### config.mk
export PLATFORM = sky130hd
export DESIGN_NAME = mem_loader
export DESIGN_NICKNAME = d
export VERILOG_FILES = /design/src/rtl/mem_loader_pkg.sv /design/src/rtl/mem_loader_xor_accum.sv /design/src/rtl/mem_loader.sv
export SDC_FILE = /design/constraint.sdc
export NUM_CORES = 1
export LEC_CHECK = 0
export BUFFER_PORTS_ARGS = -buffer_cell sky130_fd_sc_hd__buf_2
export CAP_MARGIN = 20
export CORE_MARGIN = 1
export CORE_UTILIZATION = 64
export DETAILED_ROUTE_END_ITERATION = 10
export GPL_TIMING_DRIVEN = 0
export PLACE_DENSITY = 0.83
export REMOVE_ABC_BUFFERS = 1
export SYNTH_ARGS = -nofsm -noshare
export SYNTH_HDL_FRONTEND = slang
export SYNTH_SLANG_ARGS = --single-unit
### constraint.sdc
create_clock -name clk -period 5.55 [get_ports clk]
set_clock_uncertainty 0.05 [all_clocks]
set_input_delay 1.11 -clock clk [delete_from_list [all_inputs] [get_ports clk]]
set_output_delay 1.11 -clock clk [all_outputs]
set_load 0.02 [all_outputs]
### src/rtl/mem_loader_pkg.sv
// Shared definitions for the byte-stream memory loader: FSM states,
// stream framing constants and state-class decoders.
package mem_loader_pkg;

    typedef enum logic [3:0] {
        IDLE    = 4'd0,
        LEN_HI  = 4'd1,
        LEN_LO  = 4'd2,
        WORD_HI = 4'd3,
        WORD_LO = 4'd4,
        WRITE   = 4'd5,
        CHK     = 4'd6,
        DONE    = 4'd7,
        ERR     = 4'd8
    } state_e;

    localparam int unsigned HdrLen   = 2;
    localparam int unsigned ChkWidth = 8;

    function automatic logic takes_byte(input state_e s);
        return (s == LEN_HI) || (s == LEN_LO) || (s == WORD_HI) ||
               (s == WORD_LO) || (s == CHK);
    endfunction

    function automatic logic in_load(input state_e s);
        return takes_byte(s) || (s == WRITE);
    endfunction

endpackage

### src/rtl/mem_loader_xor_accum.sv
// Running XOR checksum over accepted stream bytes, cleared at load start.
module xor_accum
    import mem_loader_pkg::*;
(
    input  logic                clk,
    input  logic                rst,
    input  logic                clear_i,
    input  logic                enable_i,
    input  logic [7:0]          byte_i,
    output logic [ChkWidth-1:0] sum_o
);

    logic [ChkWidth-1:0] sum_q;

    always_ff @(posedge clk or posedge rst) begin
        if (rst) begin
            sum_q <= '0;
        end else if (clear_i) begin
            sum_q <= '0;
        end else if (enable_i) begin
            sum_q <= sum_q ^ byte_i;
        end else begin
            sum_q <= sum_q;
        end
    end

    assign sum_o = sum_q;

endmodule

### src/rtl/mem_loader.sv
// Parses a length-prefixed, XOR-checksummed byte stream and writes the
// carried words to consecutive memory addresses starting at zero.
module mem_loader
    import mem_loader_pkg::*;
#(
    parameter int AddrSize = 11,
    parameter int WordSize = 9
) (
    input  logic                clk,
    input  logic                rst,
    input  logic                start,
    input  logic [7:0]          byte_in,
    input  logic                byte_valid,
    output logic                byte_ready,
    output logic                WE,
    output logic [AddrSize-1:0] waddr,
    output logic [WordSize-1:0] DI,
    output logic                busy,
    output logic                done,
    output logic                err
);

    localparam int LenW = HdrLen * 8;

    state_e              state_q, state_d;
    logic                byte_ready_q, we_q, busy_q, done_q, err_q;
    logic [AddrSize-1:0] waddr_q;
    logic [WordSize-1:0] di_q;
    logic [7:0]          len_hi_q, hi_q;
    logic [LenW-1:0]     len_q, count_q;

    logic                fire_s, start_s, too_long_s, hi_bad_s, last_word_s;
    logic [LenW-1:0]     len_s;
    logic [ChkWidth-1:0] sum_s;

    assign fire_s      = byte_valid && byte_ready_q;
    assign start_s     = start && ((state_q == IDLE) || (state_q == DONE) || (state_q == ERR));
    assign len_s       = {len_hi_q, byte_in};
    assign too_long_s  = 32'(len_s) > (32'd1 << AddrSize);
    // HI may only carry the bits of the word above the low byte.
    assign hi_bad_s    = (byte_in >> (WordSize - 8)) != 8'd0;
    assign last_word_s = (count_q + LenW'(1)) == len_q;

    xor_accum u_xor_accum (
        .clk      (clk),
        .rst      (rst),
        .clear_i  (start_s),
        .enable_i (fire_s && (state_q != CHK)),
        .byte_i   (byte_in),
        .sum_o    (sum_s)
    );

    // Next-state decode of the stream parser.
    always_comb begin
        state_d = state_q;
        case (state_q)
            IDLE, DONE, ERR: begin
                if (start_s) state_d = LEN_HI;
                else         state_d = state_q;
            end
            LEN_HI: begin
                if (fire_s) state_d = LEN_LO;
                else        state_d = state_q;
            end
            LEN_LO: begin
                if (!fire_s)                state_d = state_q;
                else if (too_long_s)        state_d = ERR;
                else if (len_s == LenW'(0)) state_d = CHK;
                else                        state_d = WORD_HI;
            end
            WORD_HI: begin
                if (!fire_s)      state_d = state_q;
                else if (hi_bad_s) state_d = ERR;
                else              state_d = WORD_LO;
            end
            WORD_LO: begin
                if (fire_s) state_d = WRITE;
                else        state_d = state_q;
            end
            WRITE: begin
                if (last_word_s) state_d = CHK;
                else             state_d = WORD_HI;
            end
            CHK: begin
                if (!fire_s)              state_d = state_q;
                else if (byte_in == sum_s) state_d = DONE;
                else                      state_d = ERR;
            end
            default: state_d = IDLE;
        endcase
    end

    // State, datapath and registered outputs derived from the next state.
    always_ff @(posedge clk or posedge rst) begin
        if (rst) begin
            state_q      <= IDLE;
            byte_ready_q <= 1'b0;
            we_q         <= 1'b0;
            busy_q       <= 1'b0;
            done_q       <= 1'b0;
            err_q        <= 1'b0;
            waddr_q      <= '0;
            di_q         <= '0;
            len_hi_q     <= 8'd0;
            hi_q         <= 8'd0;
            len_q        <= '0;
            count_q      <= '0;
        end else begin
            state_q      <= state_d;
            byte_ready_q <= takes_byte(state_d);
            busy_q       <= in_load(state_d);
            we_q         <= (state_d == WRITE);
            done_q       <= (state_d == DONE);
            err_q        <= (state_d == ERR);
            // Saturate so a full-depth load never wraps back onto address 0.
            if (start_s) begin
                waddr_q <= '0;
                count_q <= '0;
            end else if (state_q == WRITE) begin
                count_q <= count_q + LenW'(1);
                if (waddr_q != '1) waddr_q <= waddr_q + AddrSize'(1);
            end
            if (fire_s && (state_q == LEN_HI))  len_hi_q <= byte_in;
            if (fire_s && (state_q == LEN_LO))  len_q    <= len_s;
            if (fire_s && (state_q == WORD_HI)) hi_q     <= byte_in;
            if (fire_s && (state_q == WORD_LO)) di_q     <= WordSize'({hi_q, byte_in});
        end
    end

    assign byte_ready = byte_ready_q;
    assign WE         = we_q;
    assign waddr      = waddr_q;
    assign DI         = di_q;
    assign busy       = busy_q;
    assign done       = done_q;
    assign err        = err_q;

endmodule

==> summary.md <==
| Metric | Value |
|---|---|
| EDFF count, synth | 0 |
| Beginning of the worst hold path | DI[5] |
| PortBufs | 36 |
| Vias | 3537 |
| Starting density of the core | 0.666 |
| Critical Path Fanout Max | 6 |
| Worst Path Buf+Inv | 1 |
| CP Capture Type | flip-flop |
| Fin crit share | 0.543 |
| Initial antenna violation count | 0 |
| DR WL/cell | 17.8 um |
| Hold Vio Cnt, Final | 0 |
| Detail Route Antenna Nets | 0 |
| Critical R2R Launch | count_q[0] |
| All-layer global routing usage | 0.309 |
| Mean Syn Cell Area | 9.58 um^2 |
| Nets | 484 |
| Grt ovf | 0 |
| Die height | 83.3 um |
| Crit. path cell count | 7 |
| Setup crit start | byte_in[3] |
| Final Max Tran Viols | 0 |
| CP required | 5.76 ns |
| Post-Syn Instances | 441 |
| Die area | 6930 um^2 |
| Post-DP HPWL | 6690 um |
| CP Launch Type | input pin |
| Design area | 4670 um^2 |
| Ports | 37 |
| # hold bufs at CTS | 0 |
| CP max stage delay | 0.56 ns |
| Synth-to-layout area growth | 10.5% |
| Tmin final | 3.02 ns |
| Count leader, synth | dfrtp_1 |
| Unrepaired setup endpoints after global routing | false |
| Worst EP arrival | 3.22 ns |
| Ant diodes | 0 |
| Vias/cell | 6.41 |
| Clock Latency Late Sink | 0.36 ns |
| WS Path Type | in -> reg |
| Top cell type's share of synthesized area | 0.462 |
| Total core area | 6350 um^2 |
| Clock-pin slew on the worst setup and hold paths | 0.09 ns |
| Most used cell, CP | o31a_1 |
| Worst setup path end | busy |
| Post-synth ARST share | 1.00 |
| Worst-path cell chain | buf_2 -> or4_1 -> nor4_2 -> a21o_1 -> nand2_1 -> o31a_1 -> o31a_1 |
| Post-DP Area | 4450 um^2 |
| Post-synthesis cell area | 4230 um^2 |
| Std-Cell Rows | 29 |
| Hold path depth | 2 |
| Max Cap Viol | 0 |
| Final setup violating endpoints | 0 |
| Max_slew headroom | 0.416 |
| #FFs+latches synth | 78 |
| Maximum vdd drop | 0.357 mV |
| Final TNS setup | 0 ns |
| CP top delay family | simple AND/OR/NAND/NOR gates |
| Clock sink total | 78 |
| Crit path max-delay cell type | or4_1 |
| CTS tree | yes |
| Path depth of the worst reg2reg path | 7 |
| Sequential area share after synthesis | 0.462 |
| Die Width | 83.3 um |
| # resized after CTS | 0 |
| DRT iter0 DRCs | 353 |
| Netlist cell types | 55 |
| Register-to-register setup slack | 2.56 ns |
| Root buffer cell | clkbuf_8 |
| DRT Wirelength | 9840 um |
| GPL Wtd Cong | 0.961 |
| CTS Buf Count | 9 |
| Most area-hungry cell type in the Yosys netlist | dfrtp_1 |
| Number of global-route vias before repair | 3528 |
| PwrDens | 404 nW/um^2 |
| Largest net degree at the start of global routing | 47 |
| Status | finished clean |
| Yosys warns | 0 |
| Share of layout cells above drive strength 1 | 0.175 |
| Slew @ Worst Pin | 0.874 ns |
| Top_reg_cell synth | dfrtp_1 |
| Reg2Reg Capture Point | state_q[0] |
| Hold Path Class | reg -> reg |
| Leak | 0.00212 uW |
| Longest Clk Path Bufs | 2 |
| Post-synth top cells | dfrtp_1 (78), nand2_1 (59), o21ai_0 (31) |
| Pre-antenna DRT Iters | 6 |
| Post-route DRC | 0 |
| # Post-CTS Setup Buffers | 0 |
| FILL cells | 441 |
| Synth area leaders | dfrtp_1 (46%), mux2_2 (6.9%), nand2_1 (5.2%) |
| Max Freq | 0.332 GHz |
| H-tree depth | 3 |
| First-pass GRT wire length | 16900 um |
-- how the worst min path moves through the flow --
stage	slack (ns)	to
floorplan	0.38	DI[8]
global placement	0.40	DI[8]
detailed placement	0.41	DI[1]
CTS	0.43	DI[5]
global route	0.45	DI[8]
finish	0.43	DI[5]
-- logic make-up (layout without fill, tap and decap cells) --
family / count (synthesis) / in the layout / synth area share
compound gates: 92 / 92 / 0.135
simple gates: 172 / 172 / 0.208
fa+ha+maj: 2 / 2 / 0.00592
buf+inv: 29 / 63 / 0.0296
xor+xnor: 41 / 41 / 0.0882
mux: 27 / 27 / 0.0716
flops: 78 / 78 / 0.462
-- routing by layer --
metal	global-route usage	up-vias	share of wire
li1	-	1639	-
met5	0	-	0
met2	0.505	131	0.49
met3	0.0775	23	0.062
met4	0.0972	0	0.019
met1	0.407	1744	0.43
-- cells in the final DEF (no fill, tap or decap), types with 9 or more instances in the layout --
cell,Yosys,routed
buf_2,6,37
xnor2_1,19,19
dfrtp_1,78,78
nor2_1,29,29
clkbuf_8,0,9
xor2_1,21,21
a31oi_1,9,9
a21oi_1,18,18
nand2_1,59,59
nand3_1,16,16
o21ai_0,31,31
mux2_2,26,26
nor4_1,9,9
-- flip-flops by register name (all words and copies together) (netlist names) --
signal / count
state_q: 4
byte_ready: 1
u_xor_accum.sum_o: 8
count_q: 16
busy: 1
err: 1
len_q: 16
waddr: 11
WE: 1
done: 1
DI: 9
len_hi_q: 8
hi_q: 1
-- layout make-up --
type,instances,area [um^2],area share
well taps,77,96.3,0.0206
multi-input cells,334,2150,0.460
clock inverters,6,95.1,0.0204
inverters,9,36.3,0.00777
repair buffers,38,213,0.0456
clock buffers,10,128,0.0273
flip-flops and latches,78,1950,0.418
-- metrics by stage --
| step | cells | hold WS [ns] | setup WS, ns | power [uW] | util |
|---|---|---|---|---|---|
| after floorplan | 421 | 0.383 | 2.39 | 1240 | - |
| after global placement | 534 | 0.398 | 1.56 | 1360 | 0.695 |
| after detailed placement | 536 | 0.408 | 2.26 | 1400 | 0.700 |
| after CTS | 552 | 0.431 | 2.59 | 1880 | 0.735 |
| after global routing | 552 | 0.453 | 2.38 | 1990 | 0.735 |
| final | 552 | 0.427 | 2.53 | 1890 | 0.735 |
-- power breakdown --
part	total, uW	switching (uW)	internal, uW	leakage (uW)
clock	483	226	257	0.000105
combinational	546	280	266	0.000988
sequential	858	151	707	0.00102
total	1890	657	1230	0.00212
-- worst reg2reg max path: cells and delay by family, from the launching register on --
kind / cells / cell delay [ns]
simple gates: 3 / 1.08
compound gates: 3 / 0.83
flops: 1 / 0.50
fa+ha+maj: 1 / 0.45
No activity file was read; power rests on OpenSTA's default activity.
